$ cat src/rtl/oc8051_gm_pkg.sv
// Shared types and constants for the oc8051 golden-model front end.
// Holds the length encodings and the fetch-queue entry layout.
package oc8051_gm_pkg;

    localparam logic [7:0] OC8051_OP_A5_ILLEGAL = 8'hA5;

    localparam logic [1:0] LEN1 = 2'd1;
    localparam logic [1:0] LEN2 = 2'd2;
    localparam logic [1:0] LEN3 = 2'd3;

    typedef struct packed {
        logic [15:0] pc;
        logic [7:0]  op0;
        logic [7:0]  op1;
        logic [7:0]  op2;
        logic [1:0]  len;
        logic        illegal;
    } fetch_entry_t;

endpackage

$ cat src/rtl/oc8051_gm_oplen.sv
// MCS-51 opcode length table, purely combinational.
// Shared between the fetch stage and the golden-model decoder.
module oc8051_gm_oplen
    import oc8051_gm_pkg::*;
(
    input  logic [7:0] opcode,
    output logic [1:0] len,
    output logic       illegal
);

    always_comb begin
        len = LEN1;
        casez (opcode)
            // three-byte forms: long jumps/calls, bit branches, dir/#imm pairs, CJNE, DJNZ dir
            8'h02, 8'h12, 8'h10, 8'h20, 8'h30,
            8'h43, 8'h53, 8'h63, 8'h75, 8'h85, 8'h90,
            8'hB4, 8'hB5, 8'hB6, 8'hB7, 8'b1011_1???,
            8'hD5:
                len = LEN3;
            // AJMP/ACALL in every row
            8'h?1:
                len = LEN2;
            8'h05, 8'h15, 8'h24, 8'h25, 8'h34, 8'h35,
            8'h40, 8'h42, 8'h44, 8'h45,
            8'h50, 8'h52, 8'h54, 8'h55,
            8'h60, 8'h62, 8'h64, 8'h65,
            8'h70, 8'h72, 8'h74, 8'h76, 8'h77, 8'b0111_1???,
            8'h80, 8'h82, 8'h86, 8'h87, 8'b1000_1???,
            8'h92, 8'h94, 8'h95,
            8'hA0, 8'hA2, 8'hA6, 8'hA7, 8'b1010_1???,
            8'hB0, 8'hB2,
            8'hC0, 8'hC2, 8'hC5,
            8'hD0, 8'hD2, 8'b1101_1???,
            8'hE5, 8'hF5:
                len = LEN2;
            default:
                len = LEN1;
        endcase
    end

    assign illegal = (opcode == OC8051_OP_A5_ILLEGAL);

endmodule

$ cat src/rtl/oc8051_gm_fetch.sv
// Golden-model fetch stage: reads three ROM bytes at PC, decodes length,
// queues whole instructions and hands them to execute over valid/ready.
module oc8051_gm_fetch
    import oc8051_gm_pkg::*;
#(
    parameter int          DEPTH    = 2,
    parameter logic [15:0] RESET_PC = 16'h0000
) (
    input  logic        clk,
    input  logic        rst,
    output logic [15:0] rd_addr_0,
    output logic [15:0] rd_addr_1,
    output logic [15:0] rd_addr_2,
    input  logic [7:0]  rd_data_0,
    input  logic [7:0]  rd_data_1,
    input  logic [7:0]  rd_data_2,
    input  logic        redirect_valid,
    input  logic [15:0] redirect_pc,
    output logic        insn_valid,
    input  logic        insn_ready,
    output logic [15:0] insn_pc,
    output logic [7:0]  insn_op0,
    output logic [7:0]  insn_op1,
    output logic [7:0]  insn_op2,
    output logic [1:0]  insn_len,
    output logic        insn_illegal
);

    localparam int AW = $clog2(DEPTH);
    localparam int CW = AW + 1;
    localparam logic [CW-1:0] DEPTH_C = CW'(DEPTH);

    logic [15:0]   pc;
    fetch_entry_t  queue [DEPTH];
    logic [AW-1:0] rd_ptr;
    logic [AW-1:0] wr_ptr;
    logic [CW-1:0] count;

    logic [1:0]    dec_len;
    logic          dec_illegal;
    fetch_entry_t  new_entry;
    fetch_entry_t  head;
    logic          enq;
    logic          deq;

    assign rd_addr_0 = pc;
    assign rd_addr_1 = pc + 16'd1;
    assign rd_addr_2 = pc + 16'd2;

    oc8051_gm_oplen u_oplen (
        .opcode  (rd_data_0),
        .len     (dec_len),
        .illegal (dec_illegal)
    );

    // Bytes beyond the instruction length are zeroed so the entry is canonical.
    always_comb begin
        new_entry         = '0;
        new_entry.pc      = pc;
        new_entry.op0     = rd_data_0;
        new_entry.op1     = (dec_len != LEN1) ? rd_data_1 : 8'h00;
        new_entry.op2     = (dec_len == LEN3) ? rd_data_2 : 8'h00;
        new_entry.len     = dec_len;
        new_entry.illegal = dec_illegal;
    end

    assign insn_valid = (count != '0);
    assign deq        = insn_valid && insn_ready;
    // A full queue can still accept when the head leaves in the same cycle.
    assign enq        = !redirect_valid && ((count < DEPTH_C) || deq);

    always_ff @(posedge clk or posedge rst) begin
        if (rst) begin
            pc     <= RESET_PC;
            count  <= '0;
            rd_ptr <= '0;
            wr_ptr <= '0;
            for (int i = 0; i < DEPTH; i++) begin
                queue[i] <= '0;
            end
        end else if (redirect_valid) begin
            pc     <= redirect_pc;
            count  <= '0;
            rd_ptr <= '0;
            wr_ptr <= '0;
        end else begin
            if (enq) begin
                queue[wr_ptr] <= new_entry;
                wr_ptr        <= wr_ptr + AW'(1);
                pc            <= pc + {14'd0, dec_len};
            end
            if (deq) begin
                rd_ptr <= rd_ptr + AW'(1);
            end
            count <= count + CW'(enq) - CW'(deq);
        end
    end

    assign head         = queue[rd_ptr];
    assign insn_pc      = head.pc;
    assign insn_op0     = head.op0;
    assign insn_op1     = head.op1;
    assign insn_op2     = head.op2;
    assign insn_len     = head.len;
    assign insn_illegal = head.illegal;

endmodule

$ cat config.mk
export PLATFORM = sky130hd
export DESIGN_NAME = oc8051_gm_fetch
export DESIGN_NICKNAME = d
export VERILOG_FILES = /design/src/rtl/oc8051_gm_pkg.sv /design/src/rtl/oc8051_gm_oplen.sv /design/src/rtl/oc8051_gm_fetch.sv
export SDC_FILE = /design/constraint.sdc
export NUM_CORES = 1
export LEC_CHECK = 0
export ABC_AREA = 0
export BUFFER_PORTS_ARGS = -buffer_cell sky130_fd_sc_hd__buf_2
export CORE_ASPECT_RATIO = 1.25
export CORE_UTILIZATION = 40
export DETAILED_ROUTE_END_ITERATION = 7
export GPL_ROUTABILITY_DRIVEN = 0
export PLACE_DENSITY_LB_ADDON = 0.05
export SYNTH_ARGS = -nofsm -noshare
export SYNTH_HDL_FRONTEND = slang
export SYNTH_HIERARCHICAL = 1
export SYNTH_SLANG_ARGS = --single-unit
$ cat constraint.sdc
create_clock -name clk -period 2.9 [get_ports clk]
set_clock_uncertainty 0.15 [all_clocks]
set_input_delay 0.145 -clock clk [delete_from_list [all_inputs] [get_ports clk]]
set_output_delay 0.145 -clock clk [all_outputs]
set_load 0.1 [all_outputs]
==> summary.txt <==
Finish
  • Post-layout util: 54.9%
  • Final Instance Area: 7910 um^2
  • Diode count: 0
  • Final std cells w/o fill: 910
  • Fin nets: 778
  • Layout cells sized above 1: 49.5%
  • Area growth from synthesis to layout: 33.9%

STA
  • Final worst slack: 14.7 ps
  • Slew margin rel.: 34.7%
  • Post-layout min period: 2890 ps
  • Fin Hold WS: 9.08 ps
  • Final setup TNS: 0 ps
  • Max-slew violation count: 0
  • Worst Max-Slew Pin Slew: 979 ps
  • Fin. Hold Viols: 0
  • Endpoints failing setup: 0
  • Max Freq: 347 MHz
  • Period utilization: 99.5%
  • RSZ-0062 raised after global routing: true

Clock tree
  • H-tree depth: 3
  • CTS Sinks: 106
  • Clk pin slew, worst setup/hold paths: 70 ps
  • Worst skew pair latency: 360 ps
  • CTS tree: yes
  • Total CTS buffers: 9
  • CTS root buffer: clkbuf_16
  • Clock Tree Buf Depth: 2

Logic synthesis
  • Most common flop cell mapped by yosys: dfrtp_1
  • Syn Nets: 604
  • Cell area after synthesis: 5910 um^2
  • Area contributors post-synth: dfrtp_1 (45%), mux2_2 (20%), nand2_1 (3.9%)
  • Synth cell types: 57
  • Sequential area share after synthesis: 44.9%
  • Synth top area share: 44.9%
  • Number of synthesized register bits: 106
  • Most common cell in the synthesized netlist: mux2_2
  • Most frequent cells after synthesis: mux2_2 (107), dfrtp_1 (106), nand2_1 (61), o21ai_0 (36), nor2_1 (27)
  • Cell taking the most area after synthesis: dfrtp_1
  • Post-synth EDFFs: 0
  • Avg Inst Size Synth: 10.7 um^2
  • FFs w/ async S/R, synth: 100%
  • Post-Syn Instances: 553
  • Syn. warnings: 6

GRT
  • First-pass GRT wire length: 24000 um
  • GRT Residual Overflow: 0
  • Total GRT Usage: 20.2%
  • Vias in the first global route: 4702
  • Antenna violations before repair: 0
  • Pin count of the biggest net entering global routing: 69

Die
  • Core area: 14400 um^2
  • Die Wd: 111 um
  • Die area: 15300 um^2
  • I/O Pins: 136
  • Initial Util: 41.0%
  • Die Height: 138 um
  • Site row count: 49

Setup path
  • Critical Path RT: 3030 ps
  • Critical Path AT: 3020 ps
  • Critical path peak fanout: 8
  • Startpoint Class: input port
  • Worst Setup End Kind: flop
  • Reg2Reg Depth: 6
  • Crit Path Category: in2reg

Placed design
  • Hpwl dp: 10600 um
  • # port buffers: 135
  • Cell area after placement: 7110 um^2
  • DP Cell Count: 857
  • Setup WS pre-CTS: -568 ps

Drt
  • DR DRC count: 0
  • DR iter-0 viols: 135
  • WL final: 15100 um
  • Via/cell ratio: 5.15
  • Drt pass-1 iters: 4
  • Detail Route Antenna Nets: 0
  • DR vias: 4684
  • WL per Instance: 16.6 um

Power and ir drop
  • Cell Int Power: 4.02 mW
  • Power Density: 1160 nW/um^2
  • VDD IR-drop max: 0.759 mV
  • Sw frac: 56.1%
  • Leakage: 3.64 nW
  • Psw: 5.15 mW
  • Clock power frac: 13.7%
  • Combinational power share: 60.7%
  • Sequential share of power: 25.6%
  • Power Total: 9.18 mW

Outcome
  • Outcome: finished, final reports clean

Min path
  • Hold path cells: 3
  • Hold Path Class: in2reg

Run
  • Max-cap violation count: 0
-- path summary, 6_finish.rpt --
path / startpoint / endpoint / slack, ps
worst max-delay path: rd_data_0[3] / rd_addr_0[14]$_DFFE_PP0P_ / 10
worst min-delay path: rd_data_0[0] / queue[19]$_DFFE_PP0P_ / 9
worst max register to register: rd_addr_0[0]$_DFFE_PP0P_ / rd_addr_0[14]$_DFFE_PP0P_ / 480
worst min register to register: queue[15]$_DFFE_PP0P_ / queue[15]$_DFFE_PP0P_ / 330
max in group asynchronous: rst / queue[50]$_DFFE_PP0P_ / 1850
min in group asynchronous: rst / count[1]$_DFF_PP0_ / 90
-- area by class of cell --
class	instances	area, um^2
clock buffer	10	229
tap	178	223
inverter	10	41.3
clock inverter	6	72.6
timing repair buffer	224	1640
sequential	106	2660
multi-input combinational	376	3050
fill	1289	6500
-- layer usage --
| metal | vias to the layer above | GRT usage, % | share of wire [%] |
|---|---|---|---|
| li1 | 2248 | - | - |
| met3 | 23 | 3.93 | 3.7 |
| met4 | 0 | 7.19 | 2.2 |
| met2 | 110 | 36.7 | 52 |
| met1 | 2303 | 23.8 | 42 |
| met5 | - | 0 | 0 |
-- flip-flops by register name (all words and copies together) (netlist names) --
| signal | flops |
|---|---|
| queue | 86 |
| rd_addr_0 | 16 |
| count | 2 |
| rd_ptr | 1 |
| wr_ptr | 1 |
-- cell families after synthesis --
logic type,Yosys count,share of synthesized area [%]
DFF,106,44.9
adders and majority gates,7,1.61
AOI/OAI and AO/OA,66,7.09
muxes,109,20.7
buffers and inverters,71,6.44
xor gates and xnor gates,39,5.78
and+or+nand+nor,155,13.4
-- critical path, stage by stage --
cell and delay (ps):
buf_2 160, and4bb_1 250, mux2i_1 170, o22ai_2 140, nor4_4 290, buf_4 180
ha_4 130, inv_2 40, fa_2 370, or4_4 470, or4_1 510, a31oi_1 160
-- cell usage in the layout (no fill, tap or decap), types with 3 or more instances in the layout --
cell type      instances
buf_6                 12
nand3_1                9
dfrtp_2                4
buf_4                 51
dlygate4sd3_1         26
nand4_1                5
mux2_2               107
or4_1                  4
buf_2                122
clkbuf_16              9
dfrtp_1              102
nor2_1                27
o21ai_0               36
xor2_1                13
nor3_1                 7
ha_1                   3
xor2_2                 7
and3_1                 8
xnor2_2                4
xnor2_1               15
inv_1                  6
nor3b_1                4
a31oi_1                9
buf_12                12
nand2_1               61
or3_1                  5
-- power groups by stage --
stage	sequential, mW	combinational (mW)	clock (mW)
final	2.35	5.57	1.26
after global routing	2.43	5.80	1.36
after detailed placement	2.37	5.52	0
after CTS	2.34	5.57	1.29
after floorplan	2.22	4.75	0
after global placement	2.33	5.49	0
-- what timing repair did --
| item | in CTS | in global routing |
|---|---|---|
| setup endpoints to repair | 5 | 13 |
| setup buffers | 5 | 8 |
| gates resized for setup | 6 | 34 |
| pin swaps | 10 | 22 |
| hold buffers | 25 | 1 |
| hold endpoints to repair | 138 | 2 |
Note: power is estimated with default switching activity, not from simulation.
